==> config.mk <==
export PLATFORM = sky130hd
export DESIGN_NAME = ps2_key_receiver_flat
export DESIGN_NICKNAME = d
export VERILOG_FILES = /design/src/rtl/ps2_pkg.sv /design/src/rtl/ps2_key_receiver_if.sv /design/src/rtl/ps2_ascii_fifo.sv /design/src/rtl/ps2_key_receiver.sv /design/src/flat_wrapper.sv
export SDC_FILE = /design/constraint.sdc
export NUM_CORES = 1
export LEC_CHECK = 0
export ABC_AREA = 0
export CELL_PAD_IN_SITES_DETAIL_PLACEMENT = 1
export CELL_PAD_IN_SITES_GLOBAL_PLACEMENT = 1
export CORE_ASPECT_RATIO = 0.7
export CORE_MARGIN = 2
export CORE_UTILIZATION = 45
export CTS_CLUSTER_SIZE = 25
export DETAILED_ROUTE_END_ITERATION = 16
export DONT_BUFFER_PORTS = 1
export HOLD_SLACK_MARGIN = 0.03
export MAX_ROUTING_LAYER = met4
export PLACE_DENSITY = 0.72
export SLEW_MARGIN = 20
export SYNTH_ARGS = -nofsm -noshare
export SYNTH_HDL_FRONTEND = slang
export SYNTH_SLANG_ARGS = --single-unit
==> constraint.sdc <==
create_clock -name clk -period 3.4 [get_ports clk]
set_input_delay 0.34 -clock clk [delete_from_list [all_inputs] [get_ports clk]]
set_output_delay 0.34 -clock clk [all_outputs]
set_load 0.02 [all_outputs]
==> src/rtl/ps2_pkg.sv <==
// Shared PS/2 constants, decoder state encoding and the set-2 scan code to ASCII map.
`timescale 1ns/1ps
package ps2_pkg;

    localparam logic [7:0] PS2_BREAK  = 8'hF0;
    localparam logic [7:0] PS2_EXT    = 8'hE0;
    localparam logic [7:0] PS2_LSHIFT = 8'h12;
    localparam logic [7:0] PS2_RSHIFT = 8'h59;

    typedef enum logic [1:0] {
        ST_IDLE    = 2'd0,
        ST_BRK     = 2'd1,
        ST_EXT     = 2'd2,
        ST_EXT_BRK = 2'd3
    } dec_state_t;

    // Unmapped codes return 0, which the decoder treats as "do not push".
    function automatic logic [7:0] scan2ascii(input logic [7:0] code);
        logic [7:0] a;
        a = 8'h00;
        case (code)
            8'h1C: a = 8'h61; 8'h32: a = 8'h62; 8'h21: a = 8'h63; 8'h23: a = 8'h64;
            8'h24: a = 8'h65; 8'h2B: a = 8'h66; 8'h34: a = 8'h67; 8'h33: a = 8'h68;
            8'h43: a = 8'h69; 8'h3B: a = 8'h6A; 8'h42: a = 8'h6B; 8'h4B: a = 8'h6C;
            8'h3A: a = 8'h6D; 8'h31: a = 8'h6E; 8'h44: a = 8'h6F; 8'h4D: a = 8'h70;
            8'h15: a = 8'h71; 8'h2D: a = 8'h72; 8'h1B: a = 8'h73; 8'h2C: a = 8'h74;
            8'h3C: a = 8'h75; 8'h2A: a = 8'h76; 8'h1D: a = 8'h77; 8'h22: a = 8'h78;
            8'h35: a = 8'h79; 8'h1A: a = 8'h7A;
            8'h45: a = 8'h30; 8'h16: a = 8'h31; 8'h1E: a = 8'h32; 8'h26: a = 8'h33;
            8'h25: a = 8'h34; 8'h2E: a = 8'h35; 8'h36: a = 8'h36; 8'h3D: a = 8'h37;
            8'h3E: a = 8'h38; 8'h46: a = 8'h39;
            8'h29: a = 8'h20;
            8'h5A: a = 8'h0D;
            8'h66: a = 8'h08;
            default: a = 8'h00;
        endcase
        return a;
    endfunction

endpackage

==> src/rtl/ps2_key_receiver_if.sv <==
// PS/2 line inputs and ASCII queue read side of the key receiver.
`timescale 1ns/1ps
interface ps2_key_receiver_if;
    logic       ps2_clk;
    logic       ps2_data;
    logic       rd_en;
    logic       ready;
    logic [7:0] ascii;
    logic [7:0] scan_code;
    logic       overflow;
    logic       frame_err;

    modport master (output ps2_clk, ps2_data, rd_en,
                    input  ready, ascii, scan_code, overflow, frame_err);
    modport slave  (input  ps2_clk, ps2_data, rd_en,
                    output ready, ascii, scan_code, overflow, frame_err);
endinterface

==> src/rtl/ps2_ascii_fifo.sv <==
// Synchronous 8-bit FIFO; head is shown combinationally from the registered read pointer.
`timescale 1ns/1ps
module ps2_ascii_fifo #(
    parameter int FIFO_DEPTH = 8
) (
    input  logic       clk,
    input  logic       clrn,
    input  logic       push,
    input  logic [7:0] din,
    input  logic       pop,
    output logic       ready,
    output logic [7:0] dout,
    output logic       overflow
);
    localparam int AW = $clog2(FIFO_DEPTH);

    logic [7:0]  mem [FIFO_DEPTH];
    logic [AW:0] wr_ptr_reg, rd_ptr_reg;
    logic [AW:0] count;
    logic        overflow_reg;
    logic        empty, full, do_pop, do_push;

    assign count   = wr_ptr_reg - rd_ptr_reg;
    assign empty   = (count == '0);
    assign full    = (count == (AW+1)'(FIFO_DEPTH));
    assign do_pop  = pop & ~empty;
    // A pop in the same cycle frees the slot, so a push on full still lands.
    assign do_push = push & (~full | do_pop);

    always_ff @(posedge clk or negedge clrn) begin
        if (!clrn) begin
            wr_ptr_reg   <= '0;
            rd_ptr_reg   <= '0;
            overflow_reg <= 1'b0;
        end else begin
            if (do_push) wr_ptr_reg <= wr_ptr_reg + 1'b1;
            if (do_pop)  rd_ptr_reg <= rd_ptr_reg + 1'b1;
            if (push && full && !do_pop) overflow_reg <= 1'b1;
        end
    end

    always_ff @(posedge clk) begin
        if (do_push) mem[wr_ptr_reg[AW-1:0]] <= din;
    end

    assign ready    = ~empty;
    assign dout     = empty ? 8'h00 : mem[rd_ptr_reg[AW-1:0]];
    assign overflow = overflow_reg;
endmodule

==> src/rtl/ps2_key_receiver.sv <==
// PS/2 frame receiver plus set-2 make-code decoder feeding an ASCII FIFO.
// Optional SHIFT_CASE_EN: track left/right shift and push uppercase letters while held.
`timescale 1ns/1ps
module ps2_key_receiver
    import ps2_pkg::*;
#(
    parameter int FIFO_DEPTH  = 8,
    parameter int TIMEOUT_CYC = 50000
) (
    input  logic               clk,
    input  logic               clrn,
    ps2_key_receiver_if.slave  bus
);
    logic [2:0]  clk_sync_reg, dat_sync_reg;
    logic        ps2_fall, ps2_bit;
    logic [3:0]  bit_cnt_reg;
    logic [9:0]  shift_reg;
    logic [15:0] to_cnt_reg;
    logic        byte_vld_reg, frame_err_reg, frame_ok;
    logic [7:0]  scan_code_reg;

    always_ff @(posedge clk or negedge clrn) begin
        if (!clrn) begin
            clk_sync_reg <= '0;
            dat_sync_reg <= '0;
        end else begin
            clk_sync_reg <= {clk_sync_reg[1:0], bus.ps2_clk};
            dat_sync_reg <= {dat_sync_reg[1:0], bus.ps2_data};
        end
    end

    assign ps2_fall = (clk_sync_reg[2:1] == 2'b10);
    assign ps2_bit  = dat_sync_reg[2];
    // shift_reg holds bits 0..9 (start at [0], parity at [9]); ps2_bit is the stop bit.
    assign frame_ok = !shift_reg[0] && ps2_bit && (^shift_reg[9:1]);

    always_ff @(posedge clk or negedge clrn) begin
        if (!clrn) begin
            bit_cnt_reg   <= '0;
            shift_reg     <= '0;
            to_cnt_reg    <= '0;
            byte_vld_reg  <= 1'b0;
            frame_err_reg <= 1'b0;
            scan_code_reg <= '0;
        end else begin
            byte_vld_reg  <= 1'b0;
            frame_err_reg <= 1'b0;
            if (ps2_fall) begin
                to_cnt_reg <= '0;
                if (bit_cnt_reg == 4'd10) begin
                    bit_cnt_reg <= '0;
                    if (frame_ok) begin
                        scan_code_reg <= shift_reg[8:1];
                        byte_vld_reg  <= 1'b1;
                    end else begin
                        frame_err_reg <= 1'b1;
                    end
                end else begin
                    shift_reg   <= {ps2_bit, shift_reg[9:1]};
                    bit_cnt_reg <= bit_cnt_reg + 4'd1;
                end
            end else if (bit_cnt_reg != 4'd0) begin
                if (to_cnt_reg == 16'(TIMEOUT_CYC - 1)) begin
                    bit_cnt_reg <= '0;
                    to_cnt_reg  <= '0;
                end else begin
                    to_cnt_reg <= to_cnt_reg + 16'd1;
                end
            end
        end
    end

    dec_state_t state_reg, state_next;
    logic       push_reg, push_next;
    logic [7:0] push_data_reg, push_data_next;
    logic [7:0] code_ascii, push_char;

    assign code_ascii = scan2ascii(scan_code_reg);

`ifdef SHIFT_CASE_EN
    logic shift_l_reg, shift_l_next, shift_r_reg, shift_r_next;
    assign push_char = ((shift_l_reg | shift_r_reg) && code_ascii >= 8'h61 && code_ascii <= 8'h7A)
                       ? code_ascii - 8'h20 : code_ascii;
`else
    assign push_char = code_ascii;
`endif

    always_ff @(posedge clk or negedge clrn) begin
        if (!clrn) begin
            state_reg     <= ST_IDLE;
            push_reg      <= 1'b0;
            push_data_reg <= '0;
`ifdef SHIFT_CASE_EN
            shift_l_reg   <= 1'b0;
            shift_r_reg   <= 1'b0;
`endif
        end else begin
            state_reg     <= state_next;
            push_reg      <= push_next;
            push_data_reg <= push_data_next;
`ifdef SHIFT_CASE_EN
            shift_l_reg   <= shift_l_next;
            shift_r_reg   <= shift_r_next;
`endif
        end
    end

    always_comb begin
        state_next     = state_reg;
        push_next      = 1'b0;
        push_data_next = 8'h00;
`ifdef SHIFT_CASE_EN
        shift_l_next   = shift_l_reg;
        shift_r_next   = shift_r_reg;
`endif
        if (byte_vld_reg) begin
            case (state_reg)
                ST_IDLE: begin
                    if (scan_code_reg == PS2_BREAK)      state_next = ST_BRK;
                    else if (scan_code_reg == PS2_EXT)   state_next = ST_EXT;
`ifdef SHIFT_CASE_EN
                    else if (scan_code_reg == PS2_LSHIFT) shift_l_next = 1'b1;
                    else if (scan_code_reg == PS2_RSHIFT) shift_r_next = 1'b1;
`endif
                    else if (code_ascii != 8'h00) begin
                        push_next      = 1'b1;
                        push_data_next = push_char;
                    end
                end
                ST_BRK: begin
                    state_next = ST_IDLE;
`ifdef SHIFT_CASE_EN
                    if (scan_code_reg == PS2_LSHIFT) shift_l_next = 1'b0;
                    if (scan_code_reg == PS2_RSHIFT) shift_r_next = 1'b0;
`endif
                end
                ST_EXT:     state_next = (scan_code_reg == PS2_BREAK) ? ST_EXT_BRK : ST_IDLE;
                ST_EXT_BRK: state_next = ST_IDLE;
                default:    state_next = ST_IDLE;
            endcase
        end
    end

    ps2_ascii_fifo #(.FIFO_DEPTH(FIFO_DEPTH)) u_fifo (
        .clk      (clk),
        .clrn     (clrn),
        .push     (push_reg),
        .din      (push_data_reg),
        .pop      (bus.rd_en),
        .ready    (bus.ready),
        .dout     (bus.ascii),
        .overflow (bus.overflow)
    );

    assign bus.scan_code = scan_code_reg;
    assign bus.frame_err = frame_err_reg;
endmodule
==> src/flat_wrapper.sv <==
// flat-port wrapper written by rule: the top's interface ports become plain ports
module ps2_key_receiver_flat import ps2_pkg::*;
#(
    parameter int FIFO_DEPTH  = 8,
    parameter int TIMEOUT_CYC = 50000
)
  (clk, clrn, bus_ps2_clk, bus_ps2_data, bus_rd_en, bus_ready, bus_ascii, bus_scan_code, bus_overflow, bus_frame_err);
  ps2_key_receiver_if bus_i ();
  input  logic clk;
  input  logic clrn;
  input wire logic [$bits(bus_i.ps2_clk)-1:0] bus_ps2_clk;
  input wire logic [$bits(bus_i.ps2_data)-1:0] bus_ps2_data;
  input wire logic [$bits(bus_i.rd_en)-1:0] bus_rd_en;
  output wire logic [$bits(bus_i.ready)-1:0] bus_ready;
  output wire logic [$bits(bus_i.ascii)-1:0] bus_ascii;
  output wire logic [$bits(bus_i.scan_code)-1:0] bus_scan_code;
  output wire logic [$bits(bus_i.overflow)-1:0] bus_overflow;
  output wire logic [$bits(bus_i.frame_err)-1:0] bus_frame_err;
  assign bus_i.ps2_clk = bus_ps2_clk;
  assign bus_i.ps2_data = bus_ps2_data;
  assign bus_i.rd_en = bus_rd_en;
  assign bus_ready = bus_i.ready;
  assign bus_ascii = bus_i.ascii;
  assign bus_scan_code = bus_i.scan_code;
  assign bus_overflow = bus_i.overflow;
  assign bus_frame_err = bus_i.frame_err;
  ps2_key_receiver #(.FIFO_DEPTH(FIFO_DEPTH), .TIMEOUT_CYC(TIMEOUT_CYC)) u_core (.clk(clk), .clrn(clrn), .bus(bus_i));
endmodule
==> flow_summary.toml <==
[timing]
finalHoldViolCount = 0
clock_skew_ns = 0.0117
maxSlewHeadroom_pct = 48.1
min_period_ns = 3.18
setup_tns_ns = 0
fmax_mhz = 315
rsz0062_at_grt = "false"
fin_crit_sh_pct = 93.5
hold_ws_ns = 0.163
slew_violations = 0
tightest_slew_ns = 0.778
setup_violations = 0

[yosys]
yosysTopAreaCell = "edfxtp_1"
synth_nets = 515
syn_area_per_cell_um2 = 12.0
ys_seq_elements = 121
yosys-top-cells-count = "dfrtp_1, edfxtp_1, nand2_1"
synth_area_um2 = 5930
synth_cells = 494
synth-edff-count = 56
synth_top_cell_area_share_pct = 28.4
yosysUniqueCellTypes = 67
synth_flop_cell = "dfrtp_1"
synthTopCellsByArea = "edfxtp_1, dfrtp_1, mux4_2"
synthArstFlopShare_pct = 53.7
yosysMostFrequentCell = "dfrtp_1"
yosys_warnings = 0
synth_seq_area_share_pct = 55.8

[drt]
viasPerCell = 5.73
antenna_left = 0
drt_wl_total_mm = 13.9
drtPass1Iterations = 4
vias = 3933
drc = 0
drt-wirelength-per-cell_um = 20.3
drtIter0Drc = 267

[critical_path]
r2r-start = "u_core.u_fifo.rd_ptr_reg[2]$_DFFE_PN0P_"
crit_start = "u_core.u_fifo.rd_ptr_reg[2]$_DFFE_PN0P_"
crit_fanout = 11
cp-start-kind = "flop"
cp.arrival_ns = 2.84
crit_type = "flop to primary output"
cp.required_ns = 3.06
crit_path_end_kind = "primary output"

[grt]
groute.usage.overall_pct = 22.0
grt_pass1_vias = 4104
grt_max_degree = 66
grt_overflow = 0
use_met2_pct = 32.7
grt_pass1_wl_mm = 22.9
antenna_found_initial = 0
use_met3_pct = 3.63
top_usage_layer = "met2"
use_met1_pct = 31.0

[final_layout]
final_cells = 686
layout-area-overhead-vs-synth_pct = 14.6
diodes = 0
drive_above_1_share_pct = 16.7
largest_reg_flops = 56
final_nets = 528

[clock_network]
clkLatencyLatePin_ns = 0.42
clock_tree.buffer_depth = 2
cts_tree = "done"
clk_root_buffer_cell = "clkbuf_16"
cts-buffers-inserted = 17
htreeDepth = 4
post_cts_buffers = 0
clock-sinks = 121
clk_pin_slew_ns = 0.06

[power_and_ir_drop]
finalPower_w = 0.00470
p_per_area_nw_per_um2 = 693
peakVddDrop_uv = 436
p_leak_nw = 2.66

[placement]
gp_congestion = 0.849
dpl.cell_count = 650
dp_hpwl_mm = 9.56
io_buffers = 0

[die]
top_level_ports = 24
start_util_pct = 45.6
die_w_um = 141
dieArea_um2 = 14100
rows = 35
fp.dieH_um = 100
core_um2 = 13000

[status]
status = "finished, final reports clean"

[min_path]
hold_start = "bus_rd_en"
hold_path.class = "input port to flop"

[job]
maxCapViolCount = 0
## critical path: stages (launching register included)
cell	delay, ns
dfrtp_1	0.59
clkinvlp_4	0.31
ha_1	0.37
o21a_1	0.12
o21ai_0	0.31
a21boi_1	0.13
buf_4	0.20
a21oi_1	0.39
## kinds of logic (layout without fill, tap and decap cells)
group	after synthesis	count (layout)	synth area share, %
xor+xnor	25	25	3.93
buf+inv	42	68	2.93
fa+ha+maj	16	16	3.38
other cells	1	1	0.0633
flops	121	121	55.8
compound gates	85	85	9.38
simple gates	165	165	14.5
mux	39	39	9.97
## final timing paths
| check | endpoint | slack (ns) | cells after the start |
|---|---|---|---|
| setup / recovery | bus_ascii[3] | 0.22 | 7 |
| hold / removal | u_core.u_fifo.rd_ptr_reg[0]$_DFFE_PN0P_ | 0.16 | 2 |
| setup reg to reg | u_core.u_fifo.mem[7][6]$_DFFE_PP_ | 0.39 | 6 |
| hold reg to reg | u_core.dat_sync_reg[2]$_DFF_PN0_ | 0.35 | 0 |
| max in group asynchronous | u_core.state_reg[0]$_DFFE_PN0P_ | 2.66 | 2 |
| min in group asynchronous | u_core.dat_sync_reg[0]$_DFF_PN0_ | 0.48 | 2 |
## placed cells by master (no fill, tap or decap), drive strengths merged, types with 4 or more instances in the layout
| cell type | count |
|---|---|
| inv | 16 |
| a21oi | 21 |
| o21ai | 22 |
| buf | 17 |
| clkinv | 8 |
| edfxtp | 56 |
| xnor2 | 14 |
| clkbuf | 17 |
| nand4 | 5 |
| nor2 | 31 |
| nand2 | 50 |
| xor2 | 10 |
| and3 | 6 |
| mux2 | 20 |
| nor4 | 7 |
| o31ai | 6 |
| a21o | 4 |
| mux4 | 14 |
| nor2b | 7 |
| and2 | 5 |
| nor3 | 8 |
| ha | 16 |
| clkinvlp | 5 |
| nor3b | 5 |
| nand3 | 12 |
| mux2i | 5 |
| dfrtp | 65 |
| nand2b | 14 |
## cell type report
class / count / area, um^2
flip-flops and latches: 121 / 3310
clock inverters: 15 / 154
multi-input cells: 331 / 2450
clock buffers: 17 / 425
inverters: 16 / 63.8
fillers: 1324 / 6210
repair buffers: 20 / 178
well taps: 166 / 208
## where the power goes
group | internal (W) | switching, W | total (W) | leakage, nW
logic | 0.000482 | 0.000616 | 0.00110 | 1.02
registers | 0.00166 | 0.000204 | 0.00186 | 1.36
clock network | 0.00108 | 0.000666 | 0.00174 | 0.275
total | 0.00322 | 0.00149 | 0.00470 | 2.66
## per-layer routing
metal	share of wire [%]	wire length (um)	vias up
met4	1.3	186	0
met1	47	6600	1980
met3	4.7	661	22
li1	-	-	1831
met5	0	0	-
met2	47	6490	100
## metrics by stage
step	area (um^2)	setup slack [ns]	util, %
2_1_floorplan	5930	-0.0879	-
3_3_place_gp	6140	0.514	47.2
3_5_place_dp	6140	0.360	47.2
4_1_cts	6780	0.162	52.1
5_1_grt	6790	0.0307	52.2
6_report	6790	0.221	52.2
## what timing repair did
item	4_1_cts	5_1_grt
hold endpoints to repair	67	0
hold buffers	4	0
setup endpoints to repair	0	6
gates resized for setup	0	4
No activity file was read; power rests on OpenSTA's default activity.
